<file path="src/rtl/uart_packet_parser.sv">
`default_nettype none
// ============================================================================
// Module   : uart_packet_parser
// Brief    : SYNC/CMD/LEN/payload/CHK framer downstream of the UART receiver.
//            Optional inter-byte timeout: define UART_PARSER_TIMEOUT_EN.
// Revision : 1.0 - initial release
// ============================================================================
module uart_packet_parser #(
    parameter int         MAX_PAYLOAD  = 8,
    parameter logic [7:0] SYNC_BYTE    = 8'hA5,
    parameter int         TIMEOUT_CLKS = 100000
) (
    input  logic                               clk,
    input  logic                               rst,
    input  logic                               i_RX_DV,
    input  logic [7:0]                         i_RX_Byte,
    output logic                               o_Pkt_Valid,
    output logic [7:0]                         o_Pkt_Cmd,
    output logic [$clog2(MAX_PAYLOAD+1)-1:0]   o_Pkt_Len,
    output logic [8*MAX_PAYLOAD-1:0]           o_Pkt_Data,
    output logic                               o_Err_Checksum,
    output logic                               o_Err_Length,
    output logic                               o_Err_Timeout
);

    localparam int             c_LW      = $clog2(MAX_PAYLOAD + 1);
    localparam logic [7:0]     c_MAX_LEN = 8'(MAX_PAYLOAD);
    localparam logic [c_LW-1:0] c_ONE    = c_LW'(1);

    if (MAX_PAYLOAD < 1 || MAX_PAYLOAD > 16 || TIMEOUT_CLKS < 2) begin : g_param_check
        $error("uart_packet_parser: parameter out of range");
    end

    typedef enum logic [2:0] {
        ST_IDLE        = 3'd0,
        ST_GET_CMD     = 3'd1,
        ST_GET_LEN     = 3'd2,
        ST_GET_PAYLOAD = 3'd3,
        ST_GET_CHK     = 3'd4
    } state_t;

    state_t                    r_state;
    logic [7:0]                r_cmd;
    logic [c_LW-1:0]           r_len;
    logic [7:0]                r_sum;
    logic [c_LW-1:0]           r_idx;
    logic [8*MAX_PAYLOAD-1:0]  r_buf;
    logic [7:0]                r_out_cmd;
    logic [c_LW-1:0]           r_out_len;
    logic [8*MAX_PAYLOAD-1:0]  r_out_data;
    logic                      r_valid;
    logic                      r_err_cs;
    logic                      r_err_len;
    logic                      r_err_to;
    logic                      w_timeout;
    logic [c_LW-1:0]           w_idx_next;

    assign w_idx_next = r_idx + c_ONE;

`ifdef UART_PARSER_TIMEOUT_EN
    localparam int              c_TW      = $clog2(TIMEOUT_CLKS);
    localparam logic [c_TW-1:0] c_TO_LAST = c_TW'(TIMEOUT_CLKS - 2);

    logic [c_TW-1:0] r_to_cnt;

    // Fires on the edge that would take the count to TIMEOUT_CLKS-1; a DV on that edge wins.
    assign w_timeout = !i_RX_DV && (r_state != ST_IDLE) && (r_to_cnt == c_TO_LAST);

    always_ff @(posedge clk) begin
        if (rst || i_RX_DV || (r_state == ST_IDLE) || w_timeout) begin
            r_to_cnt <= '0;
        end else begin
            r_to_cnt <= r_to_cnt + c_TW'(1);
        end
    end
`else
    assign w_timeout = 1'b0;
`endif

    always_ff @(posedge clk) begin
        if (rst) begin
            r_state    <= ST_IDLE;
            r_cmd      <= '0;
            r_len      <= '0;
            r_sum      <= '0;
            r_idx      <= '0;
            r_buf      <= '0;
            r_out_cmd  <= '0;
            r_out_len  <= '0;
            r_out_data <= '0;
            r_valid    <= 1'b0;
            r_err_cs   <= 1'b0;
            r_err_len  <= 1'b0;
            r_err_to   <= 1'b0;
        end else begin
            r_valid   <= 1'b0;
            r_err_cs  <= 1'b0;
            r_err_len <= 1'b0;
            r_err_to  <= 1'b0;
            if (w_timeout) begin
                r_state  <= ST_IDLE;
                r_err_to <= 1'b1;
            end else if (i_RX_DV) begin
                case (r_state)
                    ST_IDLE: begin
                        if (i_RX_Byte == SYNC_BYTE) begin
                            r_state <= ST_GET_CMD;
                            r_sum   <= '0;
                        end
                    end
                    ST_GET_CMD: begin
                        r_cmd   <= i_RX_Byte;
                        r_sum   <= i_RX_Byte;
                        r_state <= ST_GET_LEN;
                    end
                    ST_GET_LEN: begin
                        if (i_RX_Byte > c_MAX_LEN) begin
                            r_err_len <= 1'b1;
                            r_state   <= ST_IDLE;
                        end else begin
                            // Buffer is cleared for zero-length frames too so unused bytes read as zero.
                            r_len   <= i_RX_Byte[c_LW-1:0];
                            r_sum   <= r_sum + i_RX_Byte;
                            r_idx   <= '0;
                            r_buf   <= '0;
                            r_state <= (i_RX_Byte == 8'd0) ? ST_GET_CHK : ST_GET_PAYLOAD;
                        end
                    end
                    ST_GET_PAYLOAD: begin
                        for (int i = 0; i < MAX_PAYLOAD; i++) begin
                            if (r_idx == c_LW'(i)) begin
                                r_buf[8*i +: 8] <= i_RX_Byte;
                            end
                        end
                        r_sum <= r_sum + i_RX_Byte;
                        r_idx <= w_idx_next;
                        if (w_idx_next == r_len) begin
                            r_state <= ST_GET_CHK;
                        end
                    end
                    ST_GET_CHK: begin
                        if (i_RX_Byte == r_sum) begin
                            r_out_cmd  <= r_cmd;
                            r_out_len  <= r_len;
                            r_out_data <= r_buf;
                            r_valid    <= 1'b1;
                        end else begin
                            r_err_cs <= 1'b1;
                        end
                        r_state <= ST_IDLE;
                    end
                    default: begin
                        r_state <= ST_IDLE;
                    end
                endcase
            end
        end
    end

    assign o_Pkt_Valid    = r_valid;
    assign o_Pkt_Cmd      = r_out_cmd;
    assign o_Pkt_Len      = r_out_len;
    assign o_Pkt_Data     = r_out_data;
    assign o_Err_Checksum = r_err_cs;
    assign o_Err_Length   = r_err_len;
    assign o_Err_Timeout  = r_err_to;

endmodule
`default_nettype wire
</file>
<file path="config.mk">
export PLATFORM = sky130hd
export DESIGN_NAME = uart_packet_parser
export DESIGN_NICKNAME = d
export VERILOG_FILES = /design/src/rtl/uart_packet_parser.sv
export SDC_FILE = /design/constraint.sdc
export NUM_CORES = 1
export LEC_CHECK = 0
export CORE_ASPECT_RATIO = 0.6
export CORE_MARGIN = 1.5
export CORE_UTILIZATION = 45
export CTS_CLUSTER_DIAMETER = 100
export CTS_CLUSTER_SIZE = 14
export DETAILED_ROUTE_END_ITERATION = 16
export PLACE_DENSITY = 0.76
export SLEW_MARGIN = 20
export SYNTH_ARGS = -nofsm -noshare
export SYNTH_HDL_FRONTEND = slang
export SYNTH_SLANG_ARGS = --single-unit
</file>
<file path="constraint.sdc">
create_clock -name clk -period 2.73 [get_ports clk]
set_input_delay 0.273 -clock clk [delete_from_list [all_inputs] [get_ports clk]]
set_output_delay 0.273 -clock clk [all_outputs]
set_load 0.005 [all_outputs]
</file>
Word level (Yosys, flattened, before mapping)
Cells that the tools add are included.
{"block": "classes", "add_sub_neg": 2, "magnitude_cmp": 1, "eq_ne": 25, "n_mux": 23, "n_bitwise": 4, "reduce_logical": 21}
{"cell": "$pmux W64 S2", "n": 1}
{"cell": "$mux W8", "n": 10}
{"cell": "$mux W64", "n": 1}
{"cell": "$reduce_and A4 Y1", "n": 9}
{"cell": "$pmux W8 S4", "n": 1}
{"cell": "$ne A2 B2 Y1 const B", "n": 11}
{"cell": "$eq A4 B3 Y1 const B", "n": 4}
{"cell": "$mux W3", "n": 4}
{"cell": "$pmux W3 S4", "n": 1}
{"cell": "$reduce_and A3 Y1", "n": 4}
{"cell": "$add A8 B8 Y8", "n": 1}
{"cell": "$eq A4 B2 Y1 const B", "n": 2}
{"cell": "$eq A8 B8 Y1", "n": 1}
{"cell": "$eq A8 B8 Y1 const B", "n": 1}
{"cell": "$gt A8 B4 Y1 const B", "n": 1}
{"cell": "$logic_not A8 Y1", "n": 1}
{"cell": "$pmux W4 S2", "n": 1}
{"cell": "$eq A3 B2 Y1 const B", "n": 2}
{"cell": "$reduce_or A3 Y1", "n": 2}
{"cell": "$add A4 B1 Y4 const B", "n": 1}
{"cell": "$eq A4 B1 Y1 const B", "n": 1}
{"cell": "$eq A4 B4 Y1", "n": 1}
{"cell": "$logic_not A4 Y1", "n": 1}
{"cell": "$mux W4", "n": 1}
{"cell": "8 further kinds", "n": 13}
{"block": "totals", "regBits": 170, "output_inout_bits": 80, "elab_cells": 95}

Depth between registers and ports, before layout
Gate-level depths: netlist of run 1.
{"block": "depth", "word_depth": 4, "ltp_mapped": 10}

Worst setup path before layout of run 1
Ideal clock, no wire load.
{"block": "synth_path", "path_type": "register -> register", "start": "register r_sum[5]", "end": "register r_out_data[49], in the netlist o_Pkt_Data[49]", "t_arrival_ns": 1.895, "slack_ns": 0.765, "stages_incl_launch_ff": 10, "path_buffers": 3, "period_less_slack_ns": 1.965, "cell_sequence": "dfxtp_1 > ha_1 > clkbuf_1 > nor4_1 > and3_1 > nor2b_1 > buf_2 > buf_2 > nand2_1 > a21oi_1"}
{"block": "synth_between", "elab_chain_cells": 2}
{"element": "from (decl)", "line": "45", "rtl": "logic [7:0] r_sum;"}
{"element": "from (signal assigned)", "line": "113", "rtl": "r_sum <= i_RX_Byte;"}
{"element": "from (signal assigned)", "line": "123", "rtl": "r_sum <= r_sum + i_RX_Byte;"}
{"element": "from (signal assigned)", "line": "135", "rtl": "r_sum <= r_sum + i_RX_Byte;"}
{"element": "$eq A8 B8 Y1", "line": "142", "rtl": "if (i_RX_Byte == r_sum) begin"}
{"element": "$reduce_and A3 Y1 (no source line)"}
{"element": "to (signal assigned)", "line": "145", "rtl": "r_out_data <= r_buf;"}
{"element": "to (decl)", "line": "50", "rtl": "logic [8*MAX_PAYLOAD-1:0] r_out_data;"}
Every way passes these cells.
A chain may end at the register's enable or synchronous reset.

Worst setup path after layout of run 1
{"block": "layout_path", "start": "input i_RX_Byte[6]", "end": "register r_out_data[63], in the netlist o_Pkt_Data[63]"}
{"block": "layout_between", "elab_chain_cells": 2}
{"element": "from (decl)", "line": "16", "rtl": "input logic [7:0] i_RX_Byte,"}
{"element": "$eq A8 B8 Y1", "line": "142"}
{"element": "$reduce_and A3 Y1 (no source line)"}
Every way passes these cells.

==> summary.txt, run 1 <==
Outcome
  – Outcome: completed

GRT
  – GRT Residual Overflow: 0
  – Tot GR Track Use: 22.2%
  – Number of global-route vias before repair: 5368
  – First-pass GRT wire length: 27.9 mm
  – Pin count of the biggest net entering global routing: 84
  – Initial antenna violation count: 0

Floorplanning
  – Starting Density: 46.4%
  – Die W: 162 um
  – Core area: 14600 um2
  – Full die area: 15900 um2
  – Site row count: 34
  – Die Y: 98.2 um
  – Number of I/O pins: 91

STA
  – Clk_skew: 0.00802 ns
  – RSZ-0062 raised after global routing: no
  – Final setup viols: 0
  – Period utilisation layout: 79.9%
  – Slew Viols, Final: 0
  – Tmin final: 2.18 ns
  – F_max: 0.459 GHz
  – Final setup TNS: 0 ns
  – Worst relative slew slack: 43.1%
  – Worst Tran Pin Value: 0.847 ns
  – Hold Fails Final Rpt: 0

Setup path
  – Worst setup path class: in -> reg
  – Buf/Inv on CP: 2
  – Critical path capture point type: flop
  – WP data arrival: 2.52 ns
  – Worst path slowest cell: clkdlybuf4s50_1
  – CP required: 3.07 ns
  – Crit path max-delay family: buffers and inverters
  – Slowest stage delay, CP: 0.57 ns
  – CP Launch Type: primary input
  – Reg2Reg Depth: 7
  – CP Depth: 8
  – Worst-path cell chain: clkdlybuf4s50_1 > ha_1 > nor4_1 > and3_1 > nor2b_4 > buf_4 > nand2_1 > a21oi_1
  – Max Fanout on Critical Path: 14

Finish
  – Layout area overhead: 25.2%
  – ANT cells: 0
  – Core Util, Final: 58.1%
  – Fillers: 1316
  – Fin nets: 903
  – Layout cell share with drive strength beyond 1: 7.62%
  – Final std cells w/o fill: 1090

Clock tree
  – Later-pin clock latency in the skew report: 0.42 ns
  – Max Buffers Root-to-Sink: 2
  – CTS tree: built
  – Worst-path clk slew: 0.06 ns
  – # resized after CTS: 0
  – Clock sink count: 170
  – Postcts setup bufs: 0
  – CTS H-tree lvls: 4
  – Root Buffer: clkbuf_16
  – # hold bufs at CTS: 0
  – CTS buffer count: 17

Logic synthesis
  – Ys Warns: 0
  – Synth area leaders: dfxtp_1, nand2_1, nand3b_1
  – Commonest cells post-synth: nand2_1, dfxtp_1, a21oi_1
  – Mapped Area: 6790 um2
  – Seq/Total Area, Yosys: 50.1%
  – Syn avg cell area: 8.50 um2
  – Yosys cell types: 52
  – Leading area contributor after synthesis: dfxtp_1
  – Number of synthesized register bits: 170
  – Fraction of registers with async set/reset: 0%
  – Most common cell in the netlist: nand2_1
  – Area fraction of the dominant cell type after synthesis: 50.1%
  – Mapped Cells: 799
  – Post-synth EDFFs: 0
  – Net Count, Synth: 822
  – Main synth FF type: dfxtp_1

Drt
  – First DRT Iteration DRCs: 595
  – Via count: 5847
  – Vias per inst: 5.36
  – DR DRC count: 0
  – Pre-antenna DRT Iters: 5
  – WL final: 17.3 mm
  – Post-route ant nets: 0
  – Post-DR wirelength/cell: 15.9 um

Power and ir drop
  – Leak pwr: 0.00290 uW
  – Power consumption: 4990 uW
  – Worst VDD drop: 0.333 mV
  – Pwr/cell area: 586 nW/um2

Job
  – Total of max-cap violations: 0

Worst hold path
  – Worst min-delay path class: in -> reg
  – Hold path cells: 2

Place
  – Hpwl dp: 11.0 mm
  – Gpl congestion: 0.927
  – Port-buffer cells: 89
  – Placed cell count: 1059
-- final cells by class --
type                            instances  area [um2]  area share (%)
Clock buffer                           22         464            5.46
Sequential cell                       170        3400            40.0
Timing Repair Buffer                  119        1180            13.8
Clock inverter                          9         115            1.35
Multi-Input combinational cell        561        3050            35.9
Inverter                               11        41.3           0.486
Tap cell                              198         248            2.91
-- path summary, 6_finish.rpt --
path	start	end	slack, ns
hold reg to reg	r_buf[35]	o_Pkt_Data[35]	0.45
hold / removal	rst	o_Pkt_Data[23]	0.1
setup reg to reg	r_sum[2]	o_Pkt_Data[63]	0.68
setup / recovery	i_RX_Byte[6]	o_Pkt_Data[63]	0.55
-- worst register-to-register path: cells and delay by family, from the launching register on --
family	cells	cell delay, ns
buf+inv	1	0.26
compound gates	1	0.14
fa+ha+maj	1	0.33
simple gates	4	0.93
flops	1	0.31
-- placed cells by master (no fill, tap or decap), types with 2 or more instances in the layout --
cell and instances:
a21o_1 3, o21ai_1 8, clkdlybuf4s50_1 88, nand3b_1 65, nand2b_1 5, a21oi_1 96, o21ai_0 69, a22oi_1 2
inv_1 10, o31ai_1 2, nor4_1 3, nor3b_1 2, mux2i_1 9, nand2_1 191, nor2_1 22, xor2_1 2
clkbuf_1 3, buf_12 5, and3_1 5, a221oi_1 2, nor2b_1 5, o31a_1 2, bufinv_16 2, ha_1 11
clkbuf_16 17, a311oi_1 2, or4_4 2, dfxtp_1 170, o22ai_1 2, buf_4 26, a31oi_1 3, nand3_1 10
clkbuf_8 2, clkinvlp_4 5, nor3_1 11, xnor2_1 7
-- through the flow --
step                      setup slack (ns)  cell area (um2)  hold WS [ns]
after global placement               0.237             7920         0.439
after floorplan                      0.765             6790         0.409
after detailed placement             0.161             7920         0.445
after CTS                            0.570             8500        0.0920
final                                0.550             8500        0.0998
after global routing                 0.381             8500        0.0926
-- routing by layer --
layer	wire length (um)	global-route usage [%]	vias to the layer above	part of all wire, %
li1	-	-	2881	-
met1	8630	33.6	2727	50
met2	7070	31.2	218	41
met3	1370	5.23	21	7.9
met4	211	6.34	0	1.2
met5	0	0	-	0
-- registers in the layout, indices dropped and copies added, names as in the netlist --
register	count
o_Err_Checksum	1
o_Err_Length	1
o_Pkt_Cmd	8
o_Pkt_Data	64
o_Pkt_Len	4
o_Pkt_Valid	1
r_buf	64
r_cmd	8
r_idx	4
r_len	4
r_state	3
r_sum	8
-- power breakdown --
| group | total, uW | switching, uW | internal [uW] | leakage (uW) |
|---|---|---|---|---|
| logic | 130 | 76.4 | 53.3 | 0.00127 |
| clock network | 2380 | 980 | 1400 | 0.000265 |
| registers | 2480 | 0.282 | 2480 | 0.00137 |
-- cell families (layout without fill, tap and decap cells) --
kind of cell,count (synthesis),in the layout,share of synthesized area (%)
fa+ha+maj,12,12,2.32
compound gates,200,200,16.1
simple gates,329,329,23.7
xor+xnor,9,9,1.16
buf+inv,68,161,5.07
mux,10,10,1.49
flops,170,170,50.1
other cells,1,1,0.0552
No activity file was read; power rests on OpenSTA's default activity.
==> inputs of run 2 (changes only) <==
==> constraint.sdc (replaced) <==
create_clock -name clk -period 2.1 [get_ports clk]
set_input_delay 0.21 -clock clk [delete_from_list [all_inputs] [get_ports clk]]
set_output_delay 0.21 -clock clk [all_outputs]
set_load 0.005 [all_outputs]
==> run 2 against run 1 <==
Register-to-register slack got worse by 0.55 ns. Final cell count up 1.7%. Non-clock buffer count up 17. Wire length is 1.2% higher. Clock power up 40%. Total power grew 35%. Clock skew up 0.0077 ns. Sequential share of layout area shrank 0.92 points. Global-route usage barely moved. Critical path type is now reg -> reg. Largest cell class unchanged.
==> summary.txt, run 2 (synthesized netlist as in run 1, its figures left out) <==
Outcome
  – Outcome: completed

STA
  – Tmin final: 1.97 ns
  – Period utilisation layout: 93.7%
  – Final setup TNS: 0 ns (unchanged)
  – Worst Tran Pin Value: 0.678 ns (-0.169 ns)
  – Clk_skew: 0.0157 ns (+0.00773 ns)
  – Final setup viols: 0 (unchanged)
  – Hold Fails Final Rpt: 0 (unchanged)
  – Hold WS: 0.352 ns (+0.252 ns)
  – F_max: 0.508 GHz
  – Slew Viols, Final: 0 (unchanged)
  – Worst relative slew slack: 54.8% (+12 points)

GRT
  – GRT Residual Overflow: 0 (unchanged)
  – Tot GR Track Use: 22.2% (about the same)
  – Initial antenna violation count: 0 (unchanged)
  – Number of global-route vias before repair: 5259 (-2.0%)
  – First-pass GRT wire length: 27.7 mm (-0.69%)
  – Pin count of the biggest net entering global routing: 171 (+100%)

Clock tree
  – CTS H-tree lvls: 4 (unchanged)
  – Max Buffers Root-to-Sink: 2 (unchanged)
  – CTS buffer count: 17 (unchanged)
  – Later-pin clock latency in the skew report: 0.43 ns (about the same)
  – Postcts setup bufs: 0 (unchanged)
  – # resized after CTS: 0 (unchanged)
  – # hold bufs at CTS: 0 (unchanged)
  – Worst-path clk slew: 0.07 ns (about the same)
  – Clock sink count: 170 (unchanged)
  – CTS tree: built
  – Root Buffer: clkbuf_16

Setup path
  – Worst-path cell chain: ha_1 > nor4_2 > and3_1 > buf_4 > nand2b_2 > buf_4 > nand2_1 > a21oi_1
  – Buf/Inv on CP: 2 (unchanged)
  – WP data arrival: 2.25 ns (-0.27 ns)
  – CP required: 2.39 ns (-0.68 ns)
  – Worst path slowest cell: dfxtp_1
  – Max Fanout on Critical Path: 23 (+9)
  – Slowest stage delay, CP: 0.32 ns (-0.25 ns)
  – Worst setup path class: reg -> reg
  – Critical path capture point type: flop
  – R2r setup slk: 0.13 ns (-0.55 ns)
  – CP Launch Type: flop
  – Crit path top cell by count: buf_4
  – Crit path max-delay family: simple AND/OR/NAND/NOR gates

Drt
  – WL final: 17.5 mm (+1.2%)
  – Post-route ant nets: 0 (unchanged)
  – Pre-antenna DRT Iters: 5 (unchanged)
  – DR DRC count: 0 (unchanged)
  – Post-DR wirelength/cell: 15.8 um (-0.43%)
  – First DRT Iteration DRCs: 548 (-7.9%)
  – Vias per inst: 5.39 (+0.41%)
  – Via count: 5968 (+2.1%)

Floorplanning
  – Number of I/O pins: 91 (unchanged)
  – Full die area: 15900 um2 (unchanged)
  – Die W: 162 um (unchanged)
  – Site row count: 34 (unchanged)
  – Starting Density: 46.4% (unchanged)
  – Die Y: 98.2 um (unchanged)
  – Core area: 14600 um2 (unchanged)

Place
  – Hpwl dp: 11.3 mm (+2.4%)
  – Gpl congestion: 0.875 (-5.5%)
  – Area after DPL: 8050 um2 (+1.6%)
  – Port-buffer cells: 89 (unchanged)
  – Placed cell count: 1076 (+1.6%)

Power and ir drop
  – Power consumption: 6760 uW (+35%)
  – Comb pwr share: 2.8% (+0.2 points)
  – Clock network fraction of total power: 49.5% (+1.8 points)
  – Flop pwr share: 47.7% (-2.0 points)
  – Internal Power: 5220 uW (+33%)
  – Leak pwr: 0.00301 uW (+3.7%)
  – Pwr/cell area: 776 nW/um2 (+32%)
  – Psw: 1530 uW (+45%)
  – Sw frac: 22.7% (+1.5 points)
  – Worst VDD drop: 0.540 mV (+62%)

Finish
  – Layout cell share with drive strength beyond 1: 10.3% (+2.7 points)
  – Fin nets: 920 (+1.9%)
  – Commonest non-fill, non-tap cell in the layout: nand2_1
  – Most frequent cells in the layout: nand2_1, dfxtp_1, a21oi_1
  – ANT cells: 0 (unchanged)
  – Final std cells w/o fill: 1108 (+1.7%)
  – Layout area overhead: 28.1%
  – Design area: 8700 um2 (+2.3%)

Job
  – Total of max-cap violations: 0 (unchanged)

Worst hold path
  – Worst min-delay path class: in -> reg
-- run 2: layer usage --
metal / global-route usage (%) / routed length [um]
met1: 34.1 / 8750
met2: 30.1 / 7190
met3: 5.82 / 1370
met4: 6.34 / 184
met5: 0 / 0
-- run 2: power by group through the flow --
stage               logic, uW  registers, uW  clock network (uW)
floorplan                 101           3300                   0
global placement          184           3300                   0
detailed placement        183           3300                   0
CTS                       184           3220                3380
global route              200           3220                3520
finish                    190           3220                3340
-- run 2: cell type report --
cell class / instances / area (um2)
timing repair buffer: 136 / 1300
inverter: 11 / 41.3
sequential: 170 / 3400
clock buffer: 17 / 425
tap: 198 / 248
fill: 1294 / 5930
multi-input combinational: 561 / 3080
clock inverter: 15 / 201
-- run 2: through the flow --
stage | setup slack [ns] | utilization (%)
floorplan | 0.135 | -
global placement | -0.253 | 55.0
detailed placement | -0.291 | 55.0
CTS | 0.0210 | 59.3
global route | -0.00262 | 59.5
finish | 0.133 | 59.5
-- run 2: worst min-delay path, delay by kind of cell --
family                 cells  cell delay, ns
AO/OA/AOI/OAI              1            0.17
buffers and inverters      2            0.36
-- run 2: worst paths after layout --
check	startpoint	endpoint	depth (start not counted)
setup / recovery	r_sum[2]	o_Pkt_Data[10]	8
hold / removal	rst	o_Pkt_Data[9]	3
setup reg to reg	r_sum[2]	o_Pkt_Data[10]	8
hold reg to reg	r_buf[46]	o_Pkt_Data[46]	2
